## src/rtl/class_tree_arb.sv

```systemverilog
// class_tree_arb
//   Round-robin front end that lets N_REQ requesters share one combinational
//   classifier. A granted feature vector is registered onto cls_feat. One
//   cycle later the classifier output is captured and returned to the owner
//   with a valid/ready handshake. Two saturating counters track completed
//   classifications and positive results.
//
// Ports
//   clk        clock, all state updates on the rising edge
//   rst        asynchronous active-high reset
//   req_valid  per-requester request valid              [N_REQ]
//   req_feat   packed feature vectors, k at [k*FEAT_W +: FEAT_W]
//   req_ready  one-hot grant strobe, only ever high in IDLE [N_REQ]
//   cls_feat   registered vector driving the classifier [FEAT_W]
//   cls_o      classifier result for cls_feat
//   rsp_valid  result valid
//   rsp_ready  result consumer ready
//   rsp_id     requester that owns the result
//   rsp_class  captured classification
//   total_cnt  completed classifications (saturating)  [CNT_W]
//   pos_cnt    completed positive results (saturating) [CNT_W]
//   clr_cnt    synchronous clear of both counters
module class_tree_arb #(
    parameter int N_REQ  = 4,
    parameter int FEAT_W = 51,
    parameter int CNT_W  = 16,
    localparam int ID_W  = (N_REQ > 1) ? $clog2(N_REQ) : 1
) (
    input  logic                    clk,
    input  logic                    rst,
    input  logic [N_REQ-1:0]        req_valid,
    input  logic [N_REQ*FEAT_W-1:0] req_feat,
    output logic [N_REQ-1:0]        req_ready,
    output logic [FEAT_W-1:0]       cls_feat,
    input  logic                    cls_o,
    output logic                    rsp_valid,
    input  logic                    rsp_ready,
    output logic [ID_W-1:0]         rsp_id,
    output logic                    rsp_class,
    output logic [CNT_W-1:0]        total_cnt,
    output logic [CNT_W-1:0]        pos_cnt,
    input  logic                    clr_cnt
);

    typedef enum logic [1:0] {IDLE, EVAL, RESP} state_t;

    localparam logic [ID_W:0] N_EXT = (ID_W + 1)'(N_REQ);

    state_t              state;
    logic [ID_W-1:0]     rr_ptr;
    logic [N_REQ-1:0]    rotated;
    logic                grant_found;
    logic [ID_W-1:0]     grant_off;
    logic [ID_W:0]       grant_sum;
    logic [ID_W-1:0]     grant_idx;
    logic [FEAT_W-1:0]   sel_feat;
    logic                handshake;

    // Rotate the request vector so that bit 0 is the requester at rr_ptr;
    // the lowest set bit of the rotated vector is then the round-robin winner.
    assign rotated = N_REQ'({req_valid, req_valid} >> rr_ptr);

    // NOTE: every always_comb output gets a default before any conditional
    // assignment so no path leaves it unassigned (which would infer a latch).
    always_comb begin
        grant_found = 1'b0;
        grant_off   = '0;
        // Descending scan so the lowest set offset is the last one written.
        for (int j = N_REQ - 1; j >= 0; j--) begin
            if (rotated[j]) begin
                grant_found = 1'b1;
                grant_off   = ID_W'(j);
            end
        end
    end

    // Map the rotated offset back to an absolute index, wrapping at N_REQ.
    always_comb begin
        grant_sum = {1'b0, rr_ptr} + {1'b0, grant_off};
        if (grant_sum >= N_EXT) begin
            grant_idx = ID_W'(grant_sum - N_EXT);
        end else begin
            grant_idx = ID_W'(grant_sum);
        end
    end

    always_comb begin
        sel_feat = '0;
        for (int k = 0; k < N_REQ; k++) begin
            if (grant_idx == ID_W'(k)) begin
                sel_feat = req_feat[k*FEAT_W +: FEAT_W];
            end
        end
    end

    // The grant strobe is combinational so a requester sees acceptance in the
    // same cycle; it is suppressed while reset is asserted.
    assign req_ready = (!rst && state == IDLE && grant_found)
                     ? (N_REQ'(1) << grant_idx) : '0;

    assign handshake = (state == RESP) && rsp_ready;

    // NOTE: sequential state uses non-blocking assignments so every register
    // samples values from before the edge, independent of statement order.
    always_ff @(posedge clk or posedge rst) begin
        if (rst) begin
            state     <= IDLE;
            rr_ptr    <= '0;
            cls_feat  <= '0;
            rsp_id    <= '0;
            rsp_class <= 1'b0;
            rsp_valid <= 1'b0;
        end else begin
            case (state)
                IDLE: begin
                    if (grant_found) begin
                        cls_feat <= sel_feat;
                        rsp_id   <= grant_idx;
                        state    <= EVAL;
                    end
                end
                EVAL: begin
                    // cls_feat has been stable for a full cycle here.
                    rsp_class <= cls_o;
                    rsp_valid <= 1'b1;
                    state     <= RESP;
                end
                RESP: begin
                    if (rsp_ready) begin
                        rsp_valid <= 1'b0;
                        state     <= IDLE;
                        rr_ptr    <= (rsp_id == ID_W'(N_REQ - 1)) ? '0 : rsp_id + ID_W'(1);
                    end
                end
                default: state <= IDLE;
            endcase
        end
    end

    // Statistics: clear takes priority over a coincident handshake; each
    // counter sticks at all-ones independently.
    always_ff @(posedge clk or posedge rst) begin
        if (rst) begin
            total_cnt <= '0;
            pos_cnt   <= '0;
        end else if (clr_cnt) begin
            total_cnt <= '0;
            pos_cnt   <= '0;
        end else if (handshake) begin
            if (total_cnt != '1) begin
                total_cnt <= total_cnt + CNT_W'(1);
            end
            if (rsp_class && pos_cnt != '1) begin
                pos_cnt <= pos_cnt + CNT_W'(1);
            end
        end
    end

endmodule

```

## config.mk

```make
export PLATFORM = sky130hd
export DESIGN_NAME = class_tree_arb
export DESIGN_NICKNAME = d
export VERILOG_FILES = /design/src/rtl/class_tree_arb.sv
export SDC_FILE = /design/constraint.sdc
export NUM_CORES = 1
export LEC_CHECK = 0
export BUFFER_PORTS_ARGS = -buffer_cell sky130_fd_sc_hd__buf_2
export CORE_ASPECT_RATIO = 0.8
export CORE_MARGIN = 2
export CORE_UTILIZATION = 43
export CTS_BUF_LIST = sky130_fd_sc_hd__clkbuf_4 sky130_fd_sc_hd__clkbuf_8 sky130_fd_sc_hd__clkbuf_16
export DETAILED_ROUTE_END_ITERATION = 16
export GPL_ROUTABILITY_DRIVEN = 1
export HOLD_SLACK_MARGIN = 0.03
export PLACE_DENSITY = 0.88
export SYNTH_ARGS = -nofsm -noshare
export SYNTH_HDL_FRONTEND = slang
export SYNTH_SLANG_ARGS = --single-unit
```

## constraint.sdc

```tcl
create_clock -name clk -period 2.6 [get_ports clk]
set_input_delay 0.13 -clock clk [delete_from_list [all_inputs] [get_ports clk]]
set_output_delay 0.13 -clock clk [all_outputs]
set_load 0.005 [all_outputs]
```

* Word level (Yosys, flattened, before mapping)
Index checks and enable logic that the tools add are counted.
** Word-level totals
- Output and inout bits :: 91
- Word-level logic and storage cells :: 69
- Bits of input ports :: 213
- Register bits :: 91
** Operators by class
- Reductions and logical operators :: 17
- Add/subtract/negate cells :: 5
- Equal/unequal tests :: 10
- Muxes and demuxes :: 26
- Order comparisons :: 1
- Shift-type cells :: 2
** Operator list (count)
- $mux 51 :: 4
- $mux 16 :: 6
- $add 16x1->16 const B :: 2
- $ne 16x16->1 const B :: 2
- $mux 2 :: 8
- $reduce_and 2->1 :: 6
- $eq 2x2->1 const B :: 4
- $reduce_bool 2->1 :: 4
- $shr 8x2->4 :: 1
- $pmux 2 s3 :: 1
- $mux 1 :: 5
- $eq 2x1->1 const B :: 2
- $logic_and 1x1->1 :: 4
- $logic_not 2->1 :: 2
- $mux 4 :: 1
- $ne 2x2->1 const B :: 2
- $shl 1x2->4 const A :: 1
- $add 2x2->3 :: 1
- $ge 3x3->1 const B :: 1
- $add 2x1->2 const B :: 1
- $pmux 1 s2 :: 1
- $sub 2x1->2 const B :: 1
- $logic_not 1->1 :: 1

* Logic depth before layout (Yosys ltp)
- Depth after elaboration :: 13
- Mapped depth :: 13
- Depth with buffers taken out :: 10

* Least setup slack after synthesis
OpenSTA, ideal clock, no wires.
- Path type :: reg-to-reg
- Start :: reg rr_ptr[0]
- End :: reg cls_feat[7]
- Data arrival time :: 2.309 ns
- Buffers on the path :: 3
- Setup slack :: 0.204 ns
- Cell stages (with the launch flop) :: 11
- Cell sequence :: dfrtp_1 buf_2 o311ai_0 o21ai_0 o221ai_1 ha_1 clkbuf_1 nor3b_1 clkbuf_1 a22oi_1 o211ai_1
** Between the ends
- Word-level cells in the longest chain between the ends :: 13
- Elaborated cells between the ends (all ways) :: 22
** Ends and longest elaborated chain
- start, declared :: RTL line 50 : logic [ID_W-1:0] rr_ptr;
- start signal, assigned :: RTL line 132 : rr_ptr <= (rsp_id == ID_W'(N_REQ - 1)) ? '0 : rsp_id + ID_W'(1);
- $shr 8x2->4 :: RTL line 61 : assign rotated = N_REQ'({req_valid, req_valid} >> rr_ptr);
- $mux 2 (4 in series) :: RTL line 70 : if (rotated[j]) begin
- $add 2x2->3 (*) :: RTL line 79 : grant_sum = {1'b0, rr_ptr} + {1'b0, grant_off};
- $ge 3x3->1 or $sub 2x1->2 (tied branches) :: RTL line 80, 81
- $mux 2 (*) :: RTL line 80 : if (grant_sum >= N_EXT) begin
- via grant_idx[0] :: RTL line 55 : logic [ID_W-1:0] grant_idx;
- $logic_not 2->1 :: RTL line 90 : if (grant_idx == ID_W'(k)) begin
- $mux 51 (3 in series) :: RTL line 90
- $mux 51 (*) :: RTL line 90
- end signal, assigned :: RTL line 117 : cls_feat <= sel_feat;
- end, declared :: RTL line 34 : output logic [FEAT_W-1:0] cls_feat,
Mark *: on every way through the listed nets, which the timed path passes. The rest lies on a longest branch.
A chain may end at the register's enable or synchronous reset.

* Worst setup path after layout
- Start :: reg rr_ptr[0]
- End :: out req_ready[2]
** Between the ends
- Word-level cells in the longest chain between the ends :: 10
- Elaborated cells between the ends (all ways) :: 16
** Ends and longest elaborated chain
- $shr 8x2->4 :: RTL line 61
- $mux 2 (4 in series) :: RTL line 70
- $add 2x2->3 :: RTL line 79
- $ge 3x3->1 or $sub 2x1->2 (tied branches) :: RTL line 80, 81
- $mux 2 :: RTL line 80
- $shl 1x2->4 :: RTL line 99 : ? (N_REQ'(1) << grant_idx) : '0;
- $mux 4 (*) :: RTL line 99
- end, declared :: RTL line 33 : output logic [N_REQ-1:0] req_ready,
Mark *: on every way between the ends. The rest lies on a longest branch, timed or not.

==> run_results.csv <==
group,metric,value,unit
setup_path,critPathCaptureType,"primary output",
sta,final.setup_skew,0.00907,ns
drt,wire_per_inst,17.9,um
synthesis,synthCells,635,
synthesis,ys_seq_area_share,36.3,%
layout,final_nets,1160,
global_routing,grt_max_degree,50,
setup_path,crit_path_max_fanout,6,
run,cap_violations,0,
sta,layout_setup_ws,0.0721,ns
sta,max_freq,396,MHz
drt,detail_route.vias_per_cell,5.54,
global_routing,grt_ovf,0,
synthesis,synth.yosys.warnings,0,
synthesis,post-synth-top-area-cell,"sky130_fd_sc_hd__dfrtp_1",
sta,setup-violations-final,0,
drt,ant_nets,0,
sta,min_period_over_period,97.2,%
global_routing,grt_pass1_wl,31800,um
die,core_region_area,14200,um^2
synthesis,synth-adder-area-share,0.797,%
clock_network,cts_tree,"built",
clock_network,clock_sinks,91,
drt,drt_pass1_iterations,5,
global_routing,grt_pass1_vias,6345,
setup_path,worst-endpoint-arrival,2.40,ns
layout,filler_cell_count,1170,
synthesis,yosys.area_share.simple,12.4,%
synthesis,ys_top_cells_by_area,"sky130_fd_sc_hd__dfrtp_1 (36%), sky130_fd_sc_hd__mux2_1 (15%), sky130_fd_sc_hd__mux2i_1 (8.6%), sky130_fd_sc_hd__a22oi_1 (6.1%), sky130_fd_sc_hd__o211ai_1 (6.1%)",
die,fp.dieH,112,um
place,postPlaceCellArea,8150,um^2
layout,post-route-cell-area,8690,um^2
sta,timing.final.hold_violations,0,
synthesis,post_synthesis_net_count,852,
power_and_ir_drop,vdd_ir_drop_max,663,uV
sta,slew_headroom,61.2,%
layout,layout-area-overhead-vs-synth,38.5,%
setup_path,setup.worst_path.start_class,"flop",
sta,setup_tns_final,0,ns
synthesis,synth_top_cell_area_share,36.3,%
sta,tightestPinTransition,0.577,ns
clock_network,worstSkewPairLatency,0.35,ns
die,ports_placed_on_the_boundary,304,
synthesis,share_of_cell_area_taken_by_muxes_after_synthesis,27.1,%
synthesis,netlist_area,6280,um^2
layout,finalNonFillerCells,1134,
synthesis,ys_seq_elements,91,
clock_network,clockBufferDepth,2,
clock_network,h_tree_levels,3,
synthesis,synth_ff_type,"sky130_fd_sc_hd__dfrtp_1",
power_and_ir_drop,total_leakage_power,4.18,nW
place,dp_cells,1104,
global_routing,number_of_antenna_violations_at_the_first_check_in_global_routing,2,
place,numPortBuffers,303,
layout,post_route_cells_drive_above_1_share,42.2,%
place,post_placement_worst_setup_slack,0.0207,ns
place,routability_congestion,0.851,
place,dp_hpwl,15500,um
status,outcome,"finished, final reports clean",
synthesis,synth-edff-count,0,
clock_network,path_clk_slew,0.07,ns
clock_network,clock_tree.root_cell,"sky130_fd_sc_hd__clkbuf_16",
sta,maxSlewViolCount,0,
die,die_width,139,um
setup_path,critical_path_class,"flop to primary output",
global_routing,grt.total_usage,25.3,%
die,placementRows,39,
die,die-area,15600,um^2
drt,route.final.wire_length,20300,um
drt,drc,0,
synthesis,dominant_combinational_cell_family_by_area_after_synthesis,"multiplexers",
sta,post-route-min-period,2.53,ns
synthesis,netlist-cell-type-count,45,
power_and_ir_drop,total_power_per_unit_cell_area,1060,nW/um^2
synthesis,avgSynthCellArea,9.88,um^2
drt,drtIter0Drc,353,
setup_path,cp.required,2.47,ns
synthesis,synth_compound_gate_area_share,15.0,%
die,initial_core_util,44.0,%
power_and_ir_drop,final_power,0.00917,W
clock_network,tritoncts.num_buffers,9,
drt,num_vias,6287,
synthesis,post_synth_xor_area_fraction,3.77,%
synthesis,ys_async_sr_fraction,100,%
worst_hold_path,worst_hold_path_type,"primary input to flop",
-- power by group --
group	switching [W]	internal, W	leakage [nW]	total [W]
Clock	0.000588	0.000877	0.160	0.00147
Sequential	0.000317	0.00193	1.17	0.00224
Combinational	0.00277	0.00270	2.85	0.00546
Total	0.00367	0.00550	4.18	0.00917
-- through the flow --
step / hold WS, ns / util [%]
after global routing: 0.0941 / 61.0
after CTS: 0.0820 / 59.8
after detailed placement: 0.279 / 57.2
after global placement: 0.260 / 57.2
final: 0.0904 / 61.0
after floorplan: 0.282 / -
-- flip-flops by register name (all words and copies together) (netlist names) --
| name | cells |
|---|---|
| state | 2 |
| rsp_valid | 1 |
| rsp_id | 2 |
| cls_feat | 51 |
| total_cnt | 16 |
| rsp_class | 1 |
| pos_cnt | 16 |
| rr_ptr | 2 |
-- cells in the mapped netlist (4+ instances only) --
cell type                   n
sky130_fd_sc_hd__a21oi_1    6
sky130_fd_sc_hd__a22oi_1   51
sky130_fd_sc_hd__and3_1     7
sky130_fd_sc_hd__buf_2     11
sky130_fd_sc_hd__buf_6      8
sky130_fd_sc_hd__clkbuf_1  25
sky130_fd_sc_hd__dfrtp_1   91
sky130_fd_sc_hd__ha_1       4
sky130_fd_sc_hd__inv_1      7
sky130_fd_sc_hd__mux2_1    82
sky130_fd_sc_hd__mux2_2    21
sky130_fd_sc_hd__mux2i_1   54
sky130_fd_sc_hd__nand2_1   74
sky130_fd_sc_hd__nand3_1   13
sky130_fd_sc_hd__nand4_1   11
sky130_fd_sc_hd__nor2_1    36
sky130_fd_sc_hd__nor3_1     8
sky130_fd_sc_hd__o211ai_1  51
sky130_fd_sc_hd__o21ai_0   10
sky130_fd_sc_hd__or3_1      4
sky130_fd_sc_hd__xnor2_1    7
sky130_fd_sc_hd__xor2_1    20
-- placed cells by master (no fill, tap or decap), types with 6 or more instances in the layout --
| cell | netlist | routed |
|---|---|---|
| sky130_fd_sc_hd__clkbuf_16 | 0 | 10 |
| sky130_fd_sc_hd__a22oi_1 | 51 | 50 |
| sky130_fd_sc_hd__mux2_2 | 21 | 21 |
| sky130_fd_sc_hd__o211ai_1 | 51 | 51 |
| sky130_fd_sc_hd__and3_1 | 7 | 7 |
| sky130_fd_sc_hd__o21ai_0 | 10 | 9 |
| sky130_fd_sc_hd__inv_1 | 7 | 6 |
| sky130_fd_sc_hd__buf_2 | 11 | 303 |
| sky130_fd_sc_hd__xor2_1 | 20 | 20 |
| sky130_fd_sc_hd__mux2_1 | 82 | 82 |
| sky130_fd_sc_hd__nand3_1 | 13 | 13 |
| sky130_fd_sc_hd__buf_12 | 0 | 11 |
| sky130_fd_sc_hd__mux2i_1 | 54 | 53 |
| sky130_fd_sc_hd__nand4_1 | 11 | 11 |
| sky130_fd_sc_hd__dfrtp_1 | 91 | 89 |
| sky130_fd_sc_hd__nor3_1 | 8 | 6 |
| sky130_fd_sc_hd__a21oi_1 | 6 | 6 |
| sky130_fd_sc_hd__nand2_1 | 74 | 73 |
| sky130_fd_sc_hd__nor2_1 | 36 | 36 |
| sky130_fd_sc_hd__buf_4 | 1 | 25 |
-- layer usage --
| layer | track usage, % | part of all wire [%] | routed length [um] |
|---|---|---|---|
| met5 | 0 | 0 | 0 |
| met4 | 8.75 | 2.1 | 425 |
| met3 | 6.36 | 6.7 | 1360 |
| met2 | 44.3 | 50 | 10100 |
| met1 | 30.5 | 42 | 8410 |
-- cell families after synthesis --
logic type	Yosys count
and+or+nand+nor	170
xor gates and xnor gates	27
muxes	157
adders and majority gates	4
buffers and inverters	56
AOI/OAI and AO/OA	130
DFF	91
-- final cells by class --
type	count	area, um^2	share of cell area, %
repair buffers	345	2000	23.0
inverters	8	32.5	0.374
flip-flops and latches	91	2280	26.2
clock buffers	10	239	2.75
multi-input cells	488	3810	43.8
diodes	2	5.00	0.0576
well taps	184	230	2.65
clock inverters	6	93.8	1.08
-- worst paths after layout --
kind	startpoint	endpoint	slack, ns	cells after the start
max in group asynchronous	rst	cls_feat[25]	1.42	4
worst max-delay path	rr_ptr[0]	req_ready[2]	0.07	9
worst min register to register	cls_feat[9]	cls_feat[9]	0.49	2
worst max register to register	rr_ptr[0]	cls_feat[47]	0.09	11
worst min-delay path	req_feat[60]	cls_feat[9]	0.09	3
min in group asynchronous	rst	total_cnt[12]	0.48	3
-- critical path, cell delays in order, from the launching register on --
cell,delay (ns)
sky130_fd_sc_hd__dfrtp_2,0.45
sky130_fd_sc_hd__buf_6,0.14
sky130_fd_sc_hd__mux2i_1,0.16
sky130_fd_sc_hd__nor4b_1,0.07
sky130_fd_sc_hd__a311o_2,0.44
sky130_fd_sc_hd__buf_6,0.16
sky130_fd_sc_hd__xnor2_4,0.14
sky130_fd_sc_hd__buf_6,0.14
sky130_fd_sc_hd__nor4b_4,0.19
sky130_fd_sc_hd__buf_2,0.15
-- repair_timing --
action,CTS,global route
buffers inserted,1,8
resized for setup,3,18
pin swaps,1,2
hold buffers,2,0
hold endpoints to repair,43,0
setup endpoints to repair,4,46
gates cloned,0,1
No activity file was read; power rests on OpenSTA's default activity.
